--- src/rtl/cpu_run_pkg.sv ---
// Shared definitions for the CPU run controller: run-state encoding and
// default widths used by cpu_run_ctrl and cpu_run_watch.
package cpu_run_pkg;

  typedef logic [1:0] run_state_t;

  localparam run_state_t ST_IDLE = 2'd0;
  localparam run_state_t ST_RUN  = 2'd1;
  localparam run_state_t ST_DONE = 2'd2;

  localparam int DEF_DATA_W     = 16;
  localparam int DEF_PC_W       = 16;
  localparam int DEF_NUM_WATCH  = 2;
  localparam int DEF_CYC_W      = 16;
  localparam int DEF_HIT_W      = 8;
  localparam int DEF_MAX_CYCLES = 1000;

endpackage

--- src/rtl/cpu_run_watch.sv ---
// One PC watch channel: compares the live PC against its watch address and,
// on every enabled cycle that matches, captures the ALU result and bumps a
// saturating hit counter. Cleared when a new run starts.
module cpu_run_watch #(
  parameter int DATA_W = 16,
  parameter int PC_W   = 16,
  parameter int HIT_W  = 8
) (
  input  logic              clock,
  input  logic              reset,
  input  logic              clear,
  input  logic              en,
  input  logic [PC_W-1:0]   pc,
  input  logic [PC_W-1:0]   watch_pc,
  input  logic [DATA_W-1:0] result,
  output logic [HIT_W-1:0]  hit_count,
  output logic [DATA_W-1:0] watch_data
);

  logic match;

  // Hit counter sticks at all-ones instead of wrapping.
  function automatic logic [HIT_W-1:0] sat_inc(input logic [HIT_W-1:0] v);
    return (&v) ? v : v + HIT_W'(1);
  endfunction

  assign match = (pc == watch_pc);

  // Capture register and hit counter; clear on run entry, update on enabled match.
  always_ff @(posedge clock or posedge reset) begin
    if (reset) begin
      hit_count  <= '0;
      watch_data <= '0;
    end else if (clear) begin
      hit_count  <= '0;
      watch_data <= '0;
    end else if (en && match) begin
      hit_count  <= sat_inc(hit_count);
      watch_data <= result;
    end
  end

endmodule

--- src/rtl/cpu_run_ctrl.sv ---
// CPU run controller: gates the processor clock-enable over a run that ends
// when the PC passes stop_pc, when MAX_CYCLES enabled cycles have elapsed,
// or on abort. Counts enabled cycles and drives NUM_WATCH PC watch channels.
// Optional single-step gating is selected by the macro CPU_RUN_CTRL_STEP_EN.
module cpu_run_ctrl
  import cpu_run_pkg::*;
#(
  parameter int DATA_W     = DEF_DATA_W,
  parameter int PC_W       = DEF_PC_W,
  parameter int NUM_WATCH  = DEF_NUM_WATCH,
  parameter int CYC_W      = DEF_CYC_W,
  parameter int HIT_W      = DEF_HIT_W,
  parameter int MAX_CYCLES = DEF_MAX_CYCLES
) (
  input  logic                        clock,
  input  logic                        reset,
  input  logic                        start,
  input  logic                        abort,
  input  logic [PC_W-1:0]             stop_pc,
  input  logic [NUM_WATCH*PC_W-1:0]   watch_pc,
  input  logic [PC_W-1:0]             pc,
  input  logic [DATA_W-1:0]           result,
  input  logic                        step_mode,
  input  logic                        step,
  output logic                        cpu_en,
  output logic                        busy,
  output logic                        done,
  output logic                        timeout,
  output logic [CYC_W-1:0]            cycle_count,
  output logic [NUM_WATCH*HIT_W-1:0]  hit_count,
  output logic [NUM_WATCH*DATA_W-1:0] watch_data
);

  // Count value at which the enabled cycle in flight is the last one allowed.
  localparam logic [CYC_W-1:0] CYC_LAST = CYC_W'(MAX_CYCLES - 1);

  run_state_t state;
  logic       stop_hit;
  logic       step_gate;
  logic       enter_run;
  logic       last_cycle;

  // The processor may run only up to and including stop_pc.
  assign stop_hit = (pc > stop_pc);

`ifdef CPU_RUN_CTRL_STEP_EN
  // In step mode each cycle with step high is exactly one enabled cycle.
  assign step_gate = !step_mode || step;
`else
  logic unused_step;
  assign unused_step = step_mode ^ step;
  assign step_gate   = 1'b1;
`endif

  assign cpu_en     = (state == ST_RUN) && !stop_hit && !abort && step_gate;
  assign enter_run  = ((state == ST_IDLE) || (state == ST_DONE)) && start;
  assign last_cycle = cpu_en && (cycle_count == CYC_LAST);

  // Status outputs decode only the registered state, never the inputs.
  assign busy = (state == ST_RUN);
  assign done = (state == ST_DONE);

  // Run FSM with cycle counter and timeout flag.
  always_ff @(posedge clock or posedge reset) begin
    if (reset) begin
      state       <= ST_IDLE;
      cycle_count <= '0;
      timeout     <= 1'b0;
    end else begin
      case (state)
        ST_IDLE, ST_DONE: begin
          if (start) begin
            state       <= ST_RUN;
            cycle_count <= '0;
            timeout     <= 1'b0;
          end
        end
        ST_RUN: begin
          if (abort || stop_hit) begin
            state <= ST_DONE;
          end else if (cpu_en) begin
            cycle_count <= cycle_count + CYC_W'(1);
            if (last_cycle) begin
              timeout <= 1'b1;
              state   <= ST_DONE;
            end
          end
        end
        default: begin
          state <= ST_IDLE;
        end
      endcase
    end
  end

  // One watch channel per watch address; all matching channels update together.
  for (genvar i = 0; i < NUM_WATCH; i++) begin : g_watch
    cpu_run_watch #(
      .DATA_W (DATA_W),
      .PC_W   (PC_W),
      .HIT_W  (HIT_W)
    ) u_watch (
      .clock      (clock),
      .reset      (reset),
      .clear      (enter_run),
      .en         (cpu_en),
      .pc         (pc),
      .watch_pc   (watch_pc[i*PC_W +: PC_W]),
      .result     (result),
      .hit_count  (hit_count[i*HIT_W +: HIT_W]),
      .watch_data (watch_data[i*DATA_W +: DATA_W])
    );
  end

endmodule

--- config.mk ---
export PLATFORM = sky130hd
export DESIGN_NAME = cpu_run_ctrl
export DESIGN_NICKNAME = d
export VERILOG_FILES = /design/src/rtl/cpu_run_pkg.sv /design/src/rtl/cpu_run_watch.sv /design/src/rtl/cpu_run_ctrl.sv
export SDC_FILE = /design/constraint.sdc
export NUM_CORES = 1
export LEC_CHECK = 0
export BUFFER_PORTS_ARGS = -buffer_cell sky130_fd_sc_hd__buf_2
export CORE_ASPECT_RATIO = 1.25
export CORE_UTILIZATION = 45
export CTS_CLUSTER_DIAMETER = 200
export CTS_CLUSTER_SIZE = 28
export DETAILED_ROUTE_END_ITERATION = 6
export GPL_TIMING_DRIVEN = 0
export PLACE_DENSITY_LB_ADDON = 0.1
export SYNTH_ARGS = -nofsm -noshare
export SYNTH_HDL_FRONTEND = slang
export SYNTH_SLANG_ARGS = --single-unit
--- constraint.sdc ---
create_clock -name clock -period 2.1 [get_ports clock]
set_input_delay 0 -clock clock [delete_from_list [all_inputs] [get_ports clock]]
set_output_delay 0 -clock clock [all_outputs]
set_load 0.02 [all_outputs]
==> results of run 1 <==
-- through the flow --
| step | instance area [sq um] | util | setup slack (ps) | TNS [ps] |
|---|---|---|---|---|
| after CTS | 5880 | 0.702 | -244 | -10820 |
| after floorplan | 3990 | - | -107 | -632 |
| after global routing | 6030 | 0.719 | -296 | -11580 |
| after detailed placement | 4900 | 0.584 | -665 | -30810 |
| after global placement | 4890 | 0.584 | -613 | -60880 |
| final | 6030 | 0.719 | -191 | -7000 |
-- cells in the mapped netlist (7+ instances only) --
cell type	n	area, sq um
dfrtp_1	67	1680
mux2i_1	7	70.1
nor4_1	11	68.8
xnor2_1	9	78.8
o21ai_0	38	190
xor2_1	32	280
ha_1	19	238
nand3_1	47	235
a21oi_1	18	90.1
clkbuf_1	17	63.8
nor2_1	24	90.1
inv_1	25	93.8
nand4_1	11	68.8
and3_1	9	56.3
nand2_1	61	229
-- final timing paths --
path                                                           endpoint                                         start  cells past startpoint  slack, ps
min reg2reg                g_watch[1].u_watch.watch_data[1]$_DFFE_PP0P_  g_watch[1].u_watch.watch_data[1]$_DFFE_PP0P_                      2        520
min in group asynchronous  g_watch[1].u_watch.watch_data[1]$_DFFE_PP0P_                                         reset                      3        360
max in group asynchronous   g_watch[0].u_watch.hit_count[6]$_DFFE_PP0P_                                         reset                      3       1210
max                         g_watch[1].u_watch.hit_count[5]$_DFFE_PP0P_                          state[1]$_DFFE_PP0P_                      7       -190
max reg2reg                 g_watch[1].u_watch.hit_count[5]$_DFFE_PP0P_                          state[1]$_DFFE_PP0P_                      7       -190
min                         g_watch[0].u_watch.hit_count[2]$_DFFE_PP0P_                                         abort                      6        350
-- per-layer routing --
metal / global-route usage / routed length, um / up-vias
met5: 0 / 0 / -
met4: 0.123 / 274 / 0
met3: 0.0677 / 784 / 21
met2: 0.501 / 6660 / 175
met1: 0.301 / 5020 / 1982
li1: - / - / 1960
-- power by group --
| part | switching (uW) | internal, uW |
|---|---|---|
| combinational | 347 | 239 |
| sequential | 20.6 | 1310 |
| clock | 496 | 648 |
| total | 864 | 2200 |
-- what timing repair did --
action | 4_1_cts | 5_1_grt
endpoints found under the hold margin | 100 | 0
setup endpoints to repair | 62 | 68
pin swaps | 43 | 23
setup buffers | 14 | 4
cloned | 5 | 0
hold buffers | 18 | 0
resized for setup | 115 | 36
-- final cells by class --
cell class | count | area (sq um)
Tap cell | 117 | 146
Clock inverter | 1 | 30.0
Timing Repair Buffer | 190 | 1220
Clock buffer | 15 | 176
Buffer | 22 | 196
Fill cell | 628 | 2350
Multi-Input combinational cell | 333 | 2480
Sequential cell | 67 | 1680
Inverter | 25 | 103
-- state kept, by name (all words and copies together) (netlist names) --
signal                      count
cycle_count                    16
g_watch.u_watch.hit_count      16
g_watch.u_watch.watch_data     32
state                           2
timeout                         1
-- worst reg2reg max path: stages (launching register included) --
cell and delay [ps]:
dfrtp_1 380, nand2b_4 150, a2111o_1 310, or4_4 470
buf_8 160, a211oi_4 370, a31oi_1 140, a41o_1 220
-- kinds of logic (layout without fill, tap and decap cells) --
group | Yosys count | in the layout | synth area share
xor+xnor | 41 | 41 | 0.0912
mux | 7 | 7 | 0.0178
simple gates | 180 | 180 | 0.220
flops | 67 | 67 | 0.426
buf+inv | 47 | 253 | 0.0492
fa+ha+maj | 19 | 19 | 0.0604
compound gates | 86 | 86 | 0.136
==> results.py, run 1 <==
metrics = {
    "synth": {
        "synth-edff-count": 0,
        "syn_avg_cell_area_sq_um": 8.81,
        "ys_ff_latch": 67,
        "mappedNetlistNets": 552,
        "ys_warn_count": 0,
        "synthFlopType": "dfrtp_1",
        "ys_seq_area_frac": 0.426,
        "synthCells": 447,
        "async_flop_share": 1.00,
        "yosys.cell_types.count": 44,
        "syn_area_sq_um": 3940,
    },
    "worst_setup_path": {
        "cp_data_arrival_time_ps": 2540,
        "critical-path-top-delay-family": "compound AO/OA/AOI/OAI gates",
        "crit_fanout": 5,
        "crit_path_max_incr_delay_ps": 470,
        "startpoint_type": "flop",
        "cp_data_required_time_ps": 2350,
        "end_kind": "flop",
        "crit_chain": "nand2b_4, a2111o_1, or4_4, buf_8, a211oi_4, a31oi_1, a41o_1",
        "crit_slowest_cell": "or4_4",
        "crit_type": "flop to flop",
        "crit_buf_inv": 1,
    },
    "clock_tree": {
        "path_clk_slew_ps": 70,
        "clockRootBuffer": "clkbuf_8",
        "cts_tree": "done",
        "htree_levels": 3,
        "clockBufferDepth": 2,
        "cts_buffers": 9,
        "cts_sinks": 67,
        "clock_latency_ps": 360,
    },
    "timing": {
        "worst_slack_ps": -191,
        "maxSlewViolCount": 0,
        "setup_viol": 63,
        "tightestPinTransition_ps": 820,
        "finClkSkew_ps": 3.86,
        "min_period_ps": 2290,
        "post-route-period-util": 1.09,
        "max-slew-margin-rel": 0.453,
        "fmax_ghz": 0.436,
        "hold_viol_final": 0,
        "rsz0062_at_grt": "yes",
        "whs_ps": 350,
    },
    "detailed_routing": {
        "drtPass1Iterations": 4,
        "drtIter0Drc": 235,
        "vias_per_cell": 5.37,
        "drc": 0,
        "num_vias": 4138,
        "wirelength_mm": 12.7,
        "avgRoutedWirePerCell_um": 16.5,
        "ant_nets": 0,
    },
    "place": {
        "io_buffers": 151,
        "place_congestion": 0.829,
        "hpwl_mm": 8.50,
        "dp.cells": 715,
    },
    "hold_path": {
        "hp-class": "primary input to flop",
    },
    "floorplanning": {
        "row_count": 37,
        "dieArea_sq_um": 9130,
        "core_area_sq_um": 8380,
        "die_h_um": 107,
        "start_util": 0.470,
        "io-pin-count": 154,
        "fp.dieW_um": 85.7,
    },
    "global_routing": {
        "grtUsageTotal": 0.276,
        "grt_pass1_wl_mm": 19.5,
        "antenna_found_initial": 0,
        "overflow": 0,
        "grt_max_degree": 68,
        "grt_pass1_vias": 4124,
    },
    "final_layout": {
        "final_nets": 753,
        "fin_cells": 770,
        "drive_gt1_frac": 0.418,
        "area_growth_pct": 53.0,
        "antenna_cells": 0,
        "layout_common_cells": "buf_2, dfrtp_1, nand2_1, xor2_1, nand3_2",
        "mostFrequentLayoutCell": "buf_2",
    },
    "run_status": {
        "violations": "negative setup slack",
        "status": "finished with violations",
    },
    "run": {
        "cap_violations": 0,
    },
    "power_and_ir_drop": {
        "p_leak_uw": 0.00293,
        "powerDensity_nw_per_um2": 508,
        "worst_ir_drop_vdd_uv": 401,
        "p_total_uw": 3060,
    },
}
(Power assumes the default switching activity.)
==> inputs of run 2 (changes only) <==
- CORE_MARGIN: not set -> 2
==> results.py, run 2 (synthesized netlist as in run 1, its figures left out) <==
metrics = {
    "run_status": {
        "status": "finished with violations",
        "violations": "negative setup slack",
    },
    "timing": {
        "maxSlewViolCount": 0,
        "hold_viol_final": 0,
        "setup_viol": 43,
        "post-route-period-util": 1.06,
        "max-slew-margin-rel": 0.447,
        "finClkSkew_ps": 10.1,
        "worst_slack_ps": -135,
        "tightestPinTransition_ps": 830,
        "rsz0062_at_grt": "yes",
        "fmax_ghz": 0.447,
        "min_period_ps": 2230,
    },
    "worst_setup_path": {
        "regToRegSetupSlack_ps": -130,
        "timing.rr.start": "state[1]$_DFFE_PP0P_",
        "crit_fanout": 5,
        "end_kind": "flop",
        "reg2reg_to": "cycle_count[3]$_DFFE_PP0P_",
        "crit_type": "flop to flop",
        "cp_data_arrival_time_ps": 2510,
        "startpoint_type": "flop",
        "cp_data_required_time_ps": 2370,
        "r2r_cells": 8,
    },
    "final_layout": {
        "area_growth_pct": 52.8,
        "layout_common_cells": "buf_2, dfrtp_1, nand2_1, xor2_1, nand3_2",
        "antenna_cells": 0,
        "largest_register": "g_watch.u_watch.watch_data",
        "fin_cells": 774,
        "fillers": 678,
        "final_nets": 755,
        "regArea_sq_um": 1680,
        "largest_register_ffs": 32,
        "reg_top3": "g_watch.u_watch.watch_data (32), cycle_count (16), g_watch.u_watch.hit_count (16)",
        "drive_gt1_frac": 0.414,
        "multi_input_area_sq_um": 2440,
        "mostFrequentLayoutCell": "buf_2",
    },
    "floorplanning": {
        "core_area_sq_um": 8610,
        "row_count": 38,
        "start_util": 0.458,
        "die_h_um": 109,
        "fp.dieW_um": 87.7,
        "io-pin-count": 154,
        "dieArea_sq_um": 9520,
    },
    "detailed_routing": {
        "vias_per_cell": 5.28,
        "avgRoutedWirePerCell_um": 16.2,
        "num_vias": 4084,
        "drc": 0,
        "ant_nets": 0,
        "drtIter0Drc": 207,
        "drtPass1Iterations": 4,
        "wirelength_mm": 12.5,
    },
    "global_routing": {
        "grt_pass1_wl_mm": 18.2,
        "grtUsageTotal": 0.248,
        "antenna_found_initial": 0,
        "overflow": 0,
        "grt_pass1_vias": 3856,
        "grt_max_degree": 68,
    },
    "clock_tree": {
        "cts_sinks": 67,
        "clockBufferDepth": 2,
        "htree_levels": 3,
        "clock_latency_ps": 350,
        "cts_tree": "done",
        "clockRootBuffer": "clkbuf_8",
        "cts_buffers": 9,
        "path_clk_slew_ps": 70,
    },
    "place": {
        "dp.cells": 718,
        "place_congestion": 0.834,
        "hpwl_mm": 8.41,
        "io_buffers": 151,
    },
    "power_and_ir_drop": {
        "worst_ir_drop_vdd_uv": 382,
        "p_leak_uw": 0.00296,
        "p_total_uw": 3070,
        "powerDensity_nw_per_um2": 511,
    },
    "hold_path": {
        "hp-class": "primary input to asynchronous set/reset pin",
    },
    "run": {
        "cap_violations": 0,
    },
}
## run 2: cell count changes in the layout (fill, tap and decap cells not counted), moves of 2 or more
cell / change
or3_1: -2
nand3_1: +2
a21oi_1: +2
or3_4: +2
buf_2: +2
clkbuf_8: -2
## run 2: worst max path at each step
stage	from	endpoint
finish	state[1]$_DFFE_PP0P_	cycle_count[3]$_DFFE_PP0P_
global route	state[1]$_DFFE_PP0P_	g_watch[0].u_watch.hit_count[3]$_DFFE_PP0P_
CTS	state[1]$_DFFE_PP0P_	g_watch[1].u_watch.hit_count[5]$_DFFE_PP0P_
detailed placement	pc[14]	g_watch[0].u_watch.watch_data[12]$_DFFE_PP0P_
global placement	pc[14]	g_watch[0].u_watch.watch_data[12]$_DFFE_PP0P_
floorplan	pc[14]	cycle_count[3]$_DFFE_PP0P_
## run 2: metrics by stage
stage               instance area, sq um  TNS [ps]  hold slack, ps  utilization  worst slack [ps]
finish                              6020     -2750             371        0.699              -135
detailed placement                  4900    -31020             226        0.569              -674
CTS                                 5630     -1400             400        0.654              -148
global placement                    4900    -64110             237        0.569              -655
floorplan                           3990      -632             139            -              -107
global route                        6020     -8010             461        0.699              -224
## run 2: layer usage
layer | part of all wire | track usage
met5 | 0 | 0
met4 | 0.013 | 0.0648
met3 | 0.064 | 0.0565
met2 | 0.52 | 0.453
met1 | 0.41 | 0.287
## run 2: critical path, stage by stage (launching register included)
cell,delay (ps)
dfrtp_1,370
nand2b_4,140
a2111o_1,290
or4_4,470
buf_8,160
and2_4,150
buf_6,120
or3_4,320
a21oi_2,130
## run 2: layout make-up
type,instances,share of cell area
multi-input combinational,333,0.405
sequential,67,0.279
timing repair buffer,193,0.209
buffer,21,0.0306
tap,120,0.0250
clock buffer,13,0.0247
inverter,25,0.0171
clock inverter,2,0.00998
## run 2: what timing repair did
item	CTS	global route
endpoints found under the hold margin	100	0
setup buffers	14	4
pin swaps	13	42
hold buffers	18	0
gates cloned	1	5
setup endpoints to repair	62	68
resized for setup	57	89
## run 2: report_power, final
group	total [uW]	leakage [uW]	internal, uW	switching [uW]
combinational	566	0.00192	227	339
sequential	1330	0.000932	1310	22.0
clock	1180	0.000104	697	479
total	3070	0.00296	2230	840
==> inputs of run 3 (changes only) <==
- REMOVE_ABC_BUFFERS: not set -> 1
==> results.py, run 3 (synthesized netlist as in run 1, its figures left out) <==
metrics = {
    "place": {
        "place_congestion": 0.824,
        "pre_cts_ws_ps": -894,
        "io_buffers": 151,
        "hpwl_mm": 7.55,
        "place_area_sq_um": 4810,
    },
    "final_layout": {
        "reg_top3": "g_watch.u_watch.watch_data (32), cycle_count (16), g_watch.u_watch.hit_count (16)",
        "largest_register": "g_watch.u_watch.watch_data",
        "final_nets": 749,
        "regArea_sq_um": 1680,
        "drive_gt1_frac": 0.402,
        "fillers": 690,
        "largest_register_ffs": 32,
        "multi_input_area_sq_um": 2400,
        "area_growth_pct": 50.0,
        "mostFrequentLayoutCell": "buf_2",
        "final_cell_area_sq_um": 5910,
        "layout_common_cells": "buf_2, dfrtp_1, nand2_1, xor2_1, o21ai_1",
        "antenna_cells": 0,
    },
    "worst_setup_path": {
        "r2r_cells": 10,
        "crit_slowest_cell": "or4_4",
        "end_kind": "flop",
        "cp_data_arrival_time_ps": 2550,
        "crit_type": "flop to flop",
        "crit_chain": "nand2b_4, a2111o_1, or4_4, buf_12, buf_12, a21oi_4, buf_6, buf_12, nand3_1, o21ai_1",
        "path_common_cell": "buf_12",
        "cp_data_required_time_ps": 2380,
        "crit_path_max_incr_delay_ps": 450,
        "crit_fanout": 7,
        "startpoint_type": "flop",
    },
    "floorplanning": {
        "io-pin-count": 154,
        "core_area_sq_um": 8610,
        "dieArea_sq_um": 9520,
        "die_h_um": 109,
        "row_count": 38,
        "fp.dieW_um": 87.7,
        "start_util": 0.458,
    },
    "timing": {
        "tightestPinTransition_ps": 855,
        "maxSlewViolCount": 0,
        "max-slew-margin-rel": 0.430,
        "post-route-period-util": 1.08,
        "rsz0062_at_grt": "yes",
        "finClkSkew_ps": 10.5,
        "min_period_ps": 2270,
        "worst_slack_ps": -170,
        "setup_viol": 58,
        "fmax_ghz": 0.441,
        "hold_viol_final": 0,
        "whs_ps": 378,
    },
    "power_and_ir_drop": {
        "p_leak_uw": 0.00295,
        "p_total_uw": 3120,
        "powerDensity_nw_per_um2": 528,
        "worst_ir_drop_vdd_uv": 497,
    },
    "clock_tree": {
        "clockBufferDepth": 2,
        "path_clk_slew_ps": 80,
        "htree_levels": 3,
        "clockRootBuffer": "clkbuf_8",
        "cts_buffers": 9,
        "cts_tree": "done",
        "cts_sinks": 67,
        "clock_latency_ps": 350,
    },
    "global_routing": {
        "overflow": 0,
        "grt_pass1_wl_mm": 18.8,
        "antenna_found_initial": 0,
        "grt_util_met2": 0.431,
        "met1_usage": 0.316,
        "grt_max_degree": 68,
        "grt_pass1_vias": 3808,
        "top_usage_layer": "met2",
        "grtUsageTotal": 0.255,
        "grtUsageMet3": 0.0718,
    },
    "detailed_routing": {
        "vias_per_cell": 5.20,
        "drc": 0,
        "avgRoutedWirePerCell_um": 15.6,
        "num_vias": 4000,
        "wirelength_mm": 12.0,
        "drtPass1Iterations": 4,
        "ant_nets": 0,
        "drtIter0Drc": 169,
    },
    "hold_path": {
        "hp-class": "primary input to asynchronous set/reset pin",
    },
    "run_status": {
        "violations": "negative setup slack",
        "status": "finished with violations",
    },
    "run": {
        "cap_violations": 0,
    },
}
==> run 3: cell types whose count changed in the layout (fill, tap and decap cells not counted), sizes merged <==
cell,previous run,this run
buf,180,186
a21oi,19,23
clkbuf,29,12
clkinv,0,2
==> run 3: repair_timing <==
action | 4_1_cts | 5_1_grt
setup endpoints to repair | 62 | 68
cloned | 6 | 0
resized for setup | 81 | 35
pin swaps | 35 | 27
setup buffers | 28 | 8
hold buffers | 18 | 0
hold endpoints to repair | 100 | 0
==> run 3: path summary, 6_finish.rpt <==
| path | from | end | slack (ps) |
|---|---|---|---|
| worst max-delay path | state[1]$_DFFE_PP0P_ | g_watch[0].u_watch.watch_data[2]$_DFFE_PP0P_ | -170 |
| worst min-delay path | reset | g_watch[0].u_watch.watch_data[13]$_DFFE_PP0P_ | 380 |
| worst max register to register | state[1]$_DFFE_PP0P_ | g_watch[0].u_watch.watch_data[2]$_DFFE_PP0P_ | -170 |
| worst min register to register | g_watch[0].u_watch.watch_data[4]$_DFFE_PP0P_ | g_watch[0].u_watch.watch_data[4]$_DFFE_PP0P_ | 520 |
| max in group asynchronous | reset | cycle_count[2]$_DFFE_PP0P_ | 1160 |
| min in group clock | abort | g_watch[0].u_watch.hit_count[3]$_DFFE_PP0P_ | 390 |
==> run 3: report_power, final <==
group          leakage, uW  switching [uW]  internal (uW)
clock network     0.000111             512            703
logic              0.00190             326            251
registers         0.000933            21.5           1310
total              0.00295             859           2260
==> run 3: per-layer routing <==
layer	vias to the layer above	part of all wire	routed length, um
met5	-	0	0
met4	0	0.017	207
met3	15	0.057	689
met2	123	0.50	6010
met1	1909	0.42	5080
li1	1953	-	-
==> run 3: critical path, delay by kind of cell, from the launching register on <==
kind	cells	cell delay [ps]
AND/OR/NAND/NOR	3	660
AO/OA/AOI/OAI	3	580
buffers and inverters	4	560
flip-flops	1	380
==> run 3: cell type report <==
type,count,share of cell area
clock inverter,4,0.0125
sequential,67,0.284
clock buffer,12,0.0246
inverter,25,0.0169
multi-input combinational,337,0.406
timing repair buffer,204,0.231
tap,120,0.0254
==> run 3: per-stage QoR <==
stage	setup TNS, ps	std cells	utilization
floorplan	-32610	425	-
global placement	-110770	696	0.551
detailed placement	-35180	698	0.558
CTS	-9670	766	0.670
global route	-10140	769	0.687
finish	-5140	769	0.687
